==> src/rtl/mem_arbiter.sv <==
// rtl/mem_arbiter.sv - IF/DM arbiter in front of a fixed-latency unified word memory
//
// Purpose: grants the single memory port to either the instruction-fetch (IF)
// or the data-memory (DM) requester and sequences each access through
// IDLE -> ISSUE -> WAIT -> RESP. DM wins ties, except that after STARVE_MAX
// consecutive DM grants taken while IF was waiting, IF is granted next.
//
// Ports:
//   clk, reset                      clock (rising edge), async active-high reset
//   if_req/if_addr                  IF read request and word address
//   if_ack/if_rdata                 IF completion pulse and registered read data
//   dm_req/dm_we/dm_addr/dm_wdata   DM request, direction, address, write data
//   dm_ack/dm_rdata                 DM completion pulse and registered read data
//   mem_en/mem_we/mem_addr/mem_wdata  one-cycle memory strobe plus latched command
//   mem_rdata                       memory data, valid MEM_LAT cycles after mem_en
//   busy                            high whenever a transaction is in flight

module mem_arbiter #(
   parameter int ADDR_W     = 30,
   parameter int DATA_W     = 32,
   parameter int MEM_LAT    = 2,
   parameter int STARVE_MAX = 4
) (
   input  logic              clk,
   input  logic              reset,
   input  logic              if_req,
   input  logic [ADDR_W-1:0] if_addr,
   output logic              if_ack,
   output logic [DATA_W-1:0] if_rdata,
   input  logic              dm_req,
   input  logic              dm_we,
   input  logic [ADDR_W-1:0] dm_addr,
   input  logic [DATA_W-1:0] dm_wdata,
   output logic              dm_ack,
   output logic [DATA_W-1:0] dm_rdata,
   output logic              mem_en,
   output logic              mem_we,
   output logic [ADDR_W-1:0] mem_addr,
   output logic [DATA_W-1:0] mem_wdata,
   input  logic [DATA_W-1:0] mem_rdata,
   output logic              busy
);

   localparam int WCNT_W = $clog2(MEM_LAT + 1);
   localparam int SCNT_W = $clog2(STARVE_MAX + 1);
   localparam logic [WCNT_W-1:0] WCNT_LAST = WCNT_W'(MEM_LAT);
   localparam logic [SCNT_W-1:0] SCNT_TOP  = SCNT_W'(STARVE_MAX);

   typedef enum logic [1:0] {
      S_IDLE  = 2'd0,
      S_ISSUE = 2'd1,
      S_WAIT  = 2'd2,
      S_RESP  = 2'd3
   } state_t;

   state_t              state_q, state_d;
   logic                owner_dm_q, owner_dm_d;
   logic                we_q, we_d;
   logic [ADDR_W-1:0]   addr_q, addr_d;
   logic [DATA_W-1:0]   wdata_q, wdata_d;
   logic [WCNT_W-1:0]   wcnt_q, wcnt_d;
   logic [SCNT_W-1:0]   starve_q, starve_d;
   logic                mem_en_q, mem_en_d;
   logic                mem_we_q, mem_we_d;
   logic                if_ack_q, if_ack_d;
   logic                dm_ack_q, dm_ack_d;
   logic [DATA_W-1:0]   if_rdata_q, if_rdata_d;
   logic [DATA_W-1:0]   dm_rdata_q, dm_rdata_d;
   logic                busy_q, busy_d;
   logic                grant_if;

   always_comb begin
      state_d    = state_q;
      owner_dm_d = owner_dm_q;
      we_d       = we_q;
      addr_d     = addr_q;
      wdata_d    = wdata_q;
      wcnt_d     = wcnt_q;
      starve_d   = starve_q;
      if_rdata_d = if_rdata_q;
      dm_rdata_d = dm_rdata_q;
      mem_en_d   = 1'b0;
      mem_we_d   = 1'b0;
      if_ack_d   = 1'b0;
      dm_ack_d   = 1'b0;
      // IF wins when it is the only requester, or when DM has starved it long enough
      grant_if   = if_req && (!dm_req || (starve_q == SCNT_TOP));

      case (state_q)
         S_IDLE: begin
            if (if_req || dm_req) begin
               owner_dm_d = !grant_if;
               we_d       = !grant_if && dm_we;
               addr_d     = grant_if ? if_addr : dm_addr;
               wdata_d    = dm_wdata;
               if (grant_if) begin
                  starve_d = '0;
               end else if (if_req && (starve_q != SCNT_TOP)) begin
                  starve_d = starve_q + 1'b1;
               end
               // strobe is registered so it lines up with the ISSUE cycle
               mem_en_d = 1'b1;
               mem_we_d = !grant_if && dm_we;
               state_d  = S_ISSUE;
            end
         end
         S_ISSUE: begin
            wcnt_d  = WCNT_W'(1);
            state_d = S_WAIT;
         end
         S_WAIT: begin
            if (wcnt_q == WCNT_LAST) begin
               if (!we_q) begin
                  if (owner_dm_q) begin
                     dm_rdata_d = mem_rdata;
                  end else begin
                     if_rdata_d = mem_rdata;
                  end
               end
               // ack is registered so it appears during RESP
               if_ack_d = !owner_dm_q;
               dm_ack_d = owner_dm_q;
               state_d  = S_RESP;
            end else begin
               wcnt_d = wcnt_q + 1'b1;
            end
         end
         S_RESP: begin
            state_d = S_IDLE;
         end
         default: begin
            state_d = S_IDLE;
         end
      endcase

      busy_d = (state_d != S_IDLE);
   end

   always_ff @(posedge clk or posedge reset) begin
      if (reset) begin
         state_q    <= S_IDLE;
         owner_dm_q <= 1'b0;
         we_q       <= 1'b0;
         addr_q     <= '0;
         wdata_q    <= '0;
         wcnt_q     <= '0;
         starve_q   <= '0;
         mem_en_q   <= 1'b0;
         mem_we_q   <= 1'b0;
         if_ack_q   <= 1'b0;
         dm_ack_q   <= 1'b0;
         if_rdata_q <= '0;
         dm_rdata_q <= '0;
         busy_q     <= 1'b0;
      end else begin
         state_q    <= state_d;
         owner_dm_q <= owner_dm_d;
         we_q       <= we_d;
         addr_q     <= addr_d;
         wdata_q    <= wdata_d;
         wcnt_q     <= wcnt_d;
         starve_q   <= starve_d;
         mem_en_q   <= mem_en_d;
         mem_we_q   <= mem_we_d;
         if_ack_q   <= if_ack_d;
         dm_ack_q   <= dm_ack_d;
         if_rdata_q <= if_rdata_d;
         dm_rdata_q <= dm_rdata_d;
         busy_q     <= busy_d;
      end
   end

   // latched command registers drive the memory bus and hold it through IDLE
   assign mem_addr  = addr_q;
   assign mem_wdata = wdata_q;
   assign mem_en    = mem_en_q;
   assign mem_we    = mem_we_q;
   assign if_ack    = if_ack_q;
   assign dm_ack    = dm_ack_q;
   assign if_rdata  = if_rdata_q;
   assign dm_rdata  = dm_rdata_q;
   assign busy      = busy_q;

endmodule
==> config.mk <==
export PLATFORM = sky130hd
export DESIGN_NAME = mem_arbiter
export DESIGN_NICKNAME = d
export VERILOG_FILES = /design/src/rtl/mem_arbiter.sv
export SDC_FILE = /design/constraint.sdc
export NUM_CORES = 1
export LEC_CHECK = 0
export ABC_AREA = 1
export BUFFER_PORTS_ARGS = -buffer_cell sky130_fd_sc_hd__clkbuf_2
export CAP_MARGIN = 20
export CORE_ASPECT_RATIO = 2
export CORE_MARGIN = 5
export CORE_UTILIZATION = 43
export DETAILED_ROUTE_END_ITERATION = 10
export GPL_ROUTABILITY_DRIVEN = 1
export PLACE_DENSITY = 0.84
export SLEW_MARGIN = 10
export SYNTH_ARGS = -nofsm -noshare
export SYNTH_HDL_FRONTEND = slang
export SYNTH_SLANG_ARGS = --single-unit
==> constraint.sdc <==
create_clock -name clk -period 3.9 [get_ports clk]
set_input_delay 0.39 -clock clk [delete_from_list [all_inputs] [get_ports clk]]
set_output_delay 0.39 -clock clk [all_outputs]
set_load 0.02 [all_outputs]
=== Word level (Yosys, flattened, before mapping) ===
Index checks and enable logic that the tools add are counted.

* Register bits: 140
* Bits in latches: 0
* RAM bits: 0
* Bits in read-only memories: 0
* Input bits: 129
* Logic and storage cells: 58
* Memories kept: 0

* Add/sub/neg operators: 2
* Multiply operators: 0
* Div/mod/pow operators: 0
* Order comparisons: 0
* Equal/unequal tests: 7
* Shifts and indexed selects: 0
* Multiplexer cells: 16
* Bitwise gates (word level): 2
* Reductions and logical operators: 17

{| class="wikitable"
|+ Operators by type and width
! cell !! count
|-
| 2-to-1 mux 30 bit || 1
|-
| 2-to-1 mux 1 bit || 8
|-
| case mux 2 bit (4 select lines) || 1
|-
| AND reduction 4 bit || 2
|-
| == test 2 bit, second input constant || 3
|-
| 2-to-1 mux 2 bit || 3
|-
| 2-to-1 mux 3 bit || 2
|-
| nonzero test 2 bit || 3
|-
| case mux 2 bit (2 select lines) || 1
|-
| AND reduction 2 bit || 2
|-
| adder 3 x 1 -> 3 bit, second input constant || 1
|-
| == test 3 bit, second input constant || 1
|-
| logical AND 1 bit || 3
|-
| logical NOT 1 bit || 3
|-
| inequality test 3 bit, second input constant || 1
|-
| AND reduction 3 bit || 1
|-
| adder 2 x 1 -> 2 bit, second input constant || 1
|-
| == test 2 x 1 -> 1 bit, second input constant || 1
|-
| logical NOT 2 bit || 1
|-
| logical OR 1 bit || 2
|-
| inequality test 2 bit, second input constant || 1
|-
| NOT 1 bit || 2
|}

=== Longest topological paths before layout ===
Gate-level depths: netlist of the first run.

* Word-level depth: 7
* Depth in mapped cells: 9

=== Worst setup path after synthesis of the first run ===
OpenSTA, ideal clock, no wires.

* Kind: register to register
* Start: reg state_q[0]
* End: reg if_rdata_q[10] (netlist: if_rdata[10])
* Setup time: 121 ps
* Data arrival time: 1260 ps
* Slack: 2519 ps
* Cell stages (with the launch flop): 9
* Buffers on the path: 1
* Cells stage by stage: dfrtp_1 -> inv_1 -> ha_1 -> nand2_2 -> nor2_4 -> nand2_4 -> buf_2 -> nand2_1 -> o21ai_1

* Cells in the longest elaborated chain, start to end: 2

{| class="wikitable"
|+ Ends and longest elaborated chain
! what !! line !! source
|-
| from (decl) || 56 || <nowiki>state_t state_q, state_d;</nowiki>
|-
| from (signal assigned) || 156 || <nowiki>state_q <= state_d;</nowiki>
|-
| == test 2 bit || 89 || <nowiki>case (state_q)</nowiki>
|-
| AND reduction 4 bit (no source line) || -- ||
|-
| to (signal assigned) || 167 || <nowiki>if_rdata_q <= if_rdata_d;</nowiki>
|-
| to (decl) || 67 || <nowiki>logic [DATA_W-1:0] if_rdata_q, if_rdata_d;</nowiki>
|}

No other way between the ends.
A chain may end at the register's enable or synchronous reset.

=== Worst setup path in the final report of the first run ===
* Start: reg state_q[0]
* End: reg we_q

* Cells in the longest elaborated chain, start to end: 2

{| class="wikitable"
|+ Ends and longest elaborated chain
! what !! line !! source
|-
| logical NOT 2 bit || 89 ||
|-
| AND reduction 2 bit (no source line) || -- ||
|-
| to (signal assigned) || 158 || <nowiki>we_q <= we_d;</nowiki>
|-
| to (decl) || 58 || <nowiki>logic we_q, we_d;</nowiki>
|}

No other way between the ends.

==> impl_metrics.yaml, run 1 <==
status:
  status: "completed"
yosys:
  synth_area_sq_um: 6080
  synth_edf_count: 0
  synth_top_cell_by_area: "dfrtp_1"
  syn_area_per_cell_sq_um: 8.73
  synth_common_cells: "263 x nand2_1, 140 x dfrtp_1, 107 x inv_1"
  synthTopCellsByArea: "dfrtp_1 58%, nand2_1 16%, inv_1 6.6%"
  async_flop_share: 1.00
  syn-instance-count: 697
  synth_seq_cells: 140
  synth_seq_area_share: 0.576
  yosys_warnings: 0
  synth_top_area_share: 0.576
  synth.net_count: 832
  yosysUniqueCellTypes: 22
  synth.most_common_cell: "nand2_1"
  synth_ff_type: "dfrtp_1"
cells_and_area:
  design_area_sq_um: 8040
  synthToLayoutAreaGrowth_pct: 32.2
  fill_cells: 1270
  insertedDiodeCount: 0
  multi_input_area_sq_um: 1920
  layout.nets: 1081
  layout-drive-gt1-share: 0.341
  seqCellArea_sq_um: 3500
global_route:
  first_global_vias: 5383
  grt_antenna_before_repair: 0
  grt_max_degree: 129
  grt_pass1_wl_mm: 25.8
  gr-usage-all-layers: 0.195
  overflow: 0
drt:
  vias: 5295
  routed-wl-met2_mm: 9.03
  wl_mm: 16.2
  wire_per_inst_um: 14.1
  wl_met1_mm: 5.88
  via_per_inst: 4.61
  dr.pass1.iters: 4
  drc: 0
  routed.top_layer: "met4"
  ant_nets: 0
  drt_iter0_markers: 230
  met3_length_um: 924
critical_path:
  rrSetupSlack_ns: 1.98
  r2r_end: "we_q$_DFFE_PP0P_"
  crit_buf_inv: 3
  cpMostUsedCell: "inv_1"
  worstSetupPathType: "flop to flop"
  slowest_stage: "buf_4"
  slowest_delay_ns: 0.58
  critPathMaxFanout: 66
  startpoint_type: "flop"
  crit_family: "buffers and inverters"
  end_kind: "flop"
  rr_worst_depth: 7
  cp_data_required_time_ns: 4.23
  reg2reg_from: "state_q[0]$_DFF_PP0_"
  path_cells: "inv_1 -> ha_1 -> inv_1 -> nor2_4 -> buf_4 -> nand2_1 -> o21ai_1"
  critPathArrivalTime_ns: 2.25
sta:
  hold_violations: 0
  maxSlewViolCount: 0
  fin_crit_sh: 0.492
  worstMarginPinSlew_ns: 0.789
  fin_setup_tns_ns: 0
  setup_viol: 0
  timing.fmax_mhz: 521
  skew_ns: 0.00756
  min_period_ns: 1.92
  rsz0062_at_grt: "no"
  slew_headroom: 0.474
floorplan:
  row_count: 61
  core_sq_um: 13900
  io_pins: 260
  dieHeight_um: 178
  dieArea_sq_um: 16800
  start_util: 0.438
  die_w_um: 94.1
clock_tree:
  cts_tree: "yes"
  cts_sinks: 140
  clockBufferDepth: 2
  cts.reportedPaths.clkPinSlew_ns: 0.06
  post_cts_resized: 0
  cts_max_level: 4
  clk_latency_ns: 0.41
  cts-root-buf: "clkbuf_16"
  cts_buffers: 17
place:
  dpl-instance-area_sq_um: 7430
  gp_congestion: 0.879
  port-buffer-count: 259
  dp_hpwl_mm: 11.8
run:
  cap_violations: 0
power_and_ir_drop:
  leakagePower_uw: 0.00479
  total_power_uw: 7160
  vdd_drop_max_v: 0.000679
  power_density_nw_per_um2: 890
worst_hold_path:
  hold_path_depth: 3
  min_path_type: "input port to flop"
  min_to: "mem_wdata[0]$_DFFE_PP0P_"
  hold_start: "dm_wdata[0]"
## metal layers
layer  vias up  track usage
met3        28       0.0350
met1      2455        0.210
met4         0       0.0802
met2       186        0.367
li1       2626            -
met5         -            0
## metrics by stage
stage,cells,setup slack (ns),util,hold slack [ns]
after floorplan,697,1.76,-,0.449
after global placement,1113,1.49,0.533,0.358
after detailed placement,1114,1.64,0.535,0.358
after CTS,1147,1.84,0.578,0.165
after global routing,1148,1.78,0.579,0.172
final,1148,1.98,0.579,0.181
## cells by family (layout without fill, tap and decap cells)
group           Yosys count  in the layout  synth area share
compound gates           72             72            0.0745
xor+xnor                  1              1           0.00144
fa+ha+maj                 6              6            0.0123
buf+inv                 143            405             0.108
flops                   140            140             0.576
simple gates            335            335             0.228
## worst max path at each step
stage | cells after the start | endpoint | slack, ns | from
after floorplan | 1 | busy$_DFF_PP0_ | 1.76 | reset
after detailed placement | 6 | mem_addr[14]$_DFFE_PP0P_ | 1.64 | if_req
after global routing | 7 | dm_rdata[18]$_DFFE_PP0P_ | 1.78 | state_q[0]$_DFF_PP0_
final | 7 | we_q$_DFFE_PP0P_ | 1.98 | state_q[0]$_DFF_PP0_
after global placement | 4 | owner_dm_q$_DFFE_PP0P_ | 1.49 | if_req
after CTS | 7 | mem_wdata[27]$_DFFE_PP0P_ | 1.84 | state_q[0]$_DFF_PP0_
## state kept, by name, summed over array words and instances, names as in the netlist
signal,flops
busy,1
dm_ack,1
dm_rdata,32
if_ack,1
if_rdata,32
mem_addr,30
mem_en,1
mem_wdata,32
mem_we,1
owner_dm_q,1
starve_q,3
state_q,2
wcnt_q,2
we_q,1
## worst reg2reg max path, cell delays in order (launching register included)
cell and delay [ns]:
dfrtp_1 0.41, inv_1 0.10, ha_1 0.19, inv_1 0.10, nor2_4 0.13, buf_4 0.58
nand2_1 0.20, o21ai_1 0.14
## placed cells by master (no fill, tap or decap), drive strengths merged, types with 4 or more instances in the layout
cell type and count:
clkbuf 277, nand2 266, dfrtp 140, inv 114, o21ai 68, nand3 64, ha 6, nor2 5
buf 5, clkinvlp 4
## final cells by class
class                           instances  share of cell area
Multi-Input combinational cell        414               0.239
Inverter                              108              0.0509
Clock buffer                           18              0.0534
Clock inverter                         14              0.0193
Timing Repair Buffer                  265               0.173
Sequential cell                       140               0.436
Tap cell                              189              0.0294
## report_power, final
group          internal [uW]  switching [uW]  total, uW
Sequential              2170             396       2570
Combinational            983            2030       3010
Clock                    906             676       1580
Total                   4060            3100       7160
## what timing repair did
| item | 4_1_cts | 5_1_grt |
|---|---|---|
| endpoints found under the hold margin | 12 | 0 |
| endpoints found under the setup margin | 0 | 0 |
| setup buffers | 0 | 0 |
| hold buffers | 1 | 0 |
Note: power is estimated with default switching activity, not from simulation.
==> run 2, diff against run 1 <==
==> constraint.sdc (replaced) <==
create_clock -name clk -period 1.6 [get_ports clk]
set_input_delay 0.16 -clock clk [delete_from_list [all_inputs] [get_ports clk]]
set_output_delay 0.16 -clock clk [all_outputs]
set_load 0.02 [all_outputs]
==> impl_metrics.yaml, run 2 (synthesis results as in run 1) <==
global_route:
  grt_pass1_wl_mm: 27.8
  overflow: 0
  grt_antenna_before_repair: 0
  gr-usage-all-layers: 0.213
  first_global_vias: 5759
  grt_max_degree: 81
worst_hold_path:
  min_path_type: "input port to flop"
power_and_ir_drop:
  power_density_nw_per_um2: 2100
  vdd_drop_max_v: 0.000710
  leakagePower_uw: 0.00511
drt:
  ant_nets: 0
  drc: 0
  vias: 5680
  via_per_inst: 4.70
  dr.pass1.iters: 4
  drt_iter0_markers: 228
  wl_mm: 18.8
  wire_per_inst_um: 15.6
critical_path:
  slowest_delay_ns: 0.41
  crit_family: "buffers and inverters"
  path_cells: "inv_2 -> ha_2 -> inv_2 -> nor2_4 -> buf_6 -> clkbuf_16 -> nand2_1 -> nand2_1"
  worstSetupPathType: "flop to flop"
  startpoint_type: "flop"
  slowest_stage: "dfrtp_1"
  end_kind: "flop"
  rrSetupSlack_ns: 0.08
  crit_buf_inv: 4
  cp_data_required_time_ns: 1.94
  critPathArrivalTime_ns: 1.87
  critPathMaxFanout: 14
status:
  status: "completed"
floorplan:
  row_count: 61
  core_sq_um: 13900
  die_w_um: 94.1
  io_pins: 260
  start_util: 0.438
  dieArea_sq_um: 16800
  dieHeight_um: 178
sta:
  setup_viol: 0
  worstMarginPinSlew_ns: 0.435
  maxSlewViolCount: 0
  fin_crit_sh: 0.951
  timing.fmax_mhz: 657
  hold_violations: 0
  fin_setup_tns_ns: 0
  slew_headroom: 0.710
  min_period_ns: 1.52
  rsz0062_at_grt: "no"
  skew_ns: 0.0123
cells_and_area:
  layout-drive-gt1-share: 0.343
  layout.nets: 1141
  most-common-layout-cells: "263 x nand2_1, 259 x clkbuf_2, 140 x dfrtp_1"
  final_common_cell: "nand2_1"
  layoutNonFillerInstCount: 1208
  synthToLayoutAreaGrowth_pct: 44.7
clock_tree:
  clk_latency_ns: 0.41
  cts_sinks: 140
  cts_max_level: 4
  cts_tree: "yes"
  cts-root-buf: "clkbuf_16"
  cts.reportedPaths.clkPinSlew_ns: 0.07
  clockBufferDepth: 2
  cts_buffers: 17
place:
  dp_cells: 1124
  port-buffer-count: 259
  gp_congestion: 0.791
  dp_hpwl_mm: 12.0
run:
  cap_violations: 0
## run 2: changes by cell type in the layout (fill, tap and decap cells not counted), sizes merged
cell         previous run  this run
clkbuf                277       279
bufinv                  1         3
diode                   0         1
buf                     5        18
inv                   114       112
dlygate4sd3             1        45
## run 2: repair_timing
item,in CTS,in global routing
hold endpoints to repair,189,1
setup buffers,0,3
pin swaps,0,4
cloned,0,4
gates resized for setup,2,16
hold buffers,44,1
setup endpoints to repair,1,109
## run 2: report_power, final
group          total (uW)  switching [uW]  internal, uW  leakage, uW
clock                4080            1590          2490     0.000290
sequential           6300            1000          5290      0.00165
combinational        8090            5280          2820      0.00317
## run 2: cell type report
| type | instances | area (sq um) |
|---|---|---|
| Multi-Input combinational cell | 414 | 1950 |
| Clock buffer | 17 | 425 |
| Clock inverter | 14 | 188 |
| Timing Repair Buffer | 325 | 2090 |
| Fill cell | 1094 | 5090 |
| Tap cell | 189 | 236 |
| Inverter | 108 | 412 |
| Sequential cell | 140 | 3500 |
| Antenna cell | 1 | 2.50 |
## run 2: per-stage QoR
stage / setup slack [ns] / area (sq um) / hold slack [ns] / power, uW / util
after global placement: 0.111 / 7560 / 0.276 / 13600 / 0.544
after floorplan: -0.309 / 6090 / 0.277 / 11100 / -
after global routing: 0.000441 / 8800 / 0.00701 / 19700 / 0.633
after detailed placement: 0.0470 / 7560 / 0.279 / 13800 / 0.544
after CTS: 0.00853 / 8620 / 0.000434 / 18100 / 0.621
final: 0.0782 / 8800 / 0.0142 / 18500 / 0.634
## run 2: metal layers
layer  track usage  vias up  part of all wire
met4         0.103        0             0.039
met2         0.393      276              0.55
li1              -     2754                 -
met3        0.0477       56             0.072
met5             0        -                 0
met1         0.222     2594              0.33
## run 2: path summary, 6_finish.rpt
| path | start | to | cells past startpoint |
|---|---|---|---|
| max in group asynchronous | reset | mem_wdata[6]$_DFFE_PP0P_ | 4 |
| min in group asynchronous | reset | dm_rdata[25]$_DFFE_PP0P_ | 4 |
| setup reg to reg | state_q[0]$_DFF_PP0_ | mem_wdata[13]$_DFFE_PP0P_ | 8 |
| setup / recovery | state_q[0]$_DFF_PP0_ | mem_wdata[13]$_DFFE_PP0P_ | 8 |
| hold / removal | mem_rdata[7] | if_rdata[7]$_DFFE_PP0P_ | 3 |
| hold reg to reg | mem_wdata[29]$_DFFE_PP0P_ | mem_wdata[29]$_DFFE_PP0P_ | 2 |
## run 2: tightest hold or removal path, cell delays in order
cell and delay, ns:
clkbuf_2 0.08, inv_1 0.07, o21ai_1 0.07
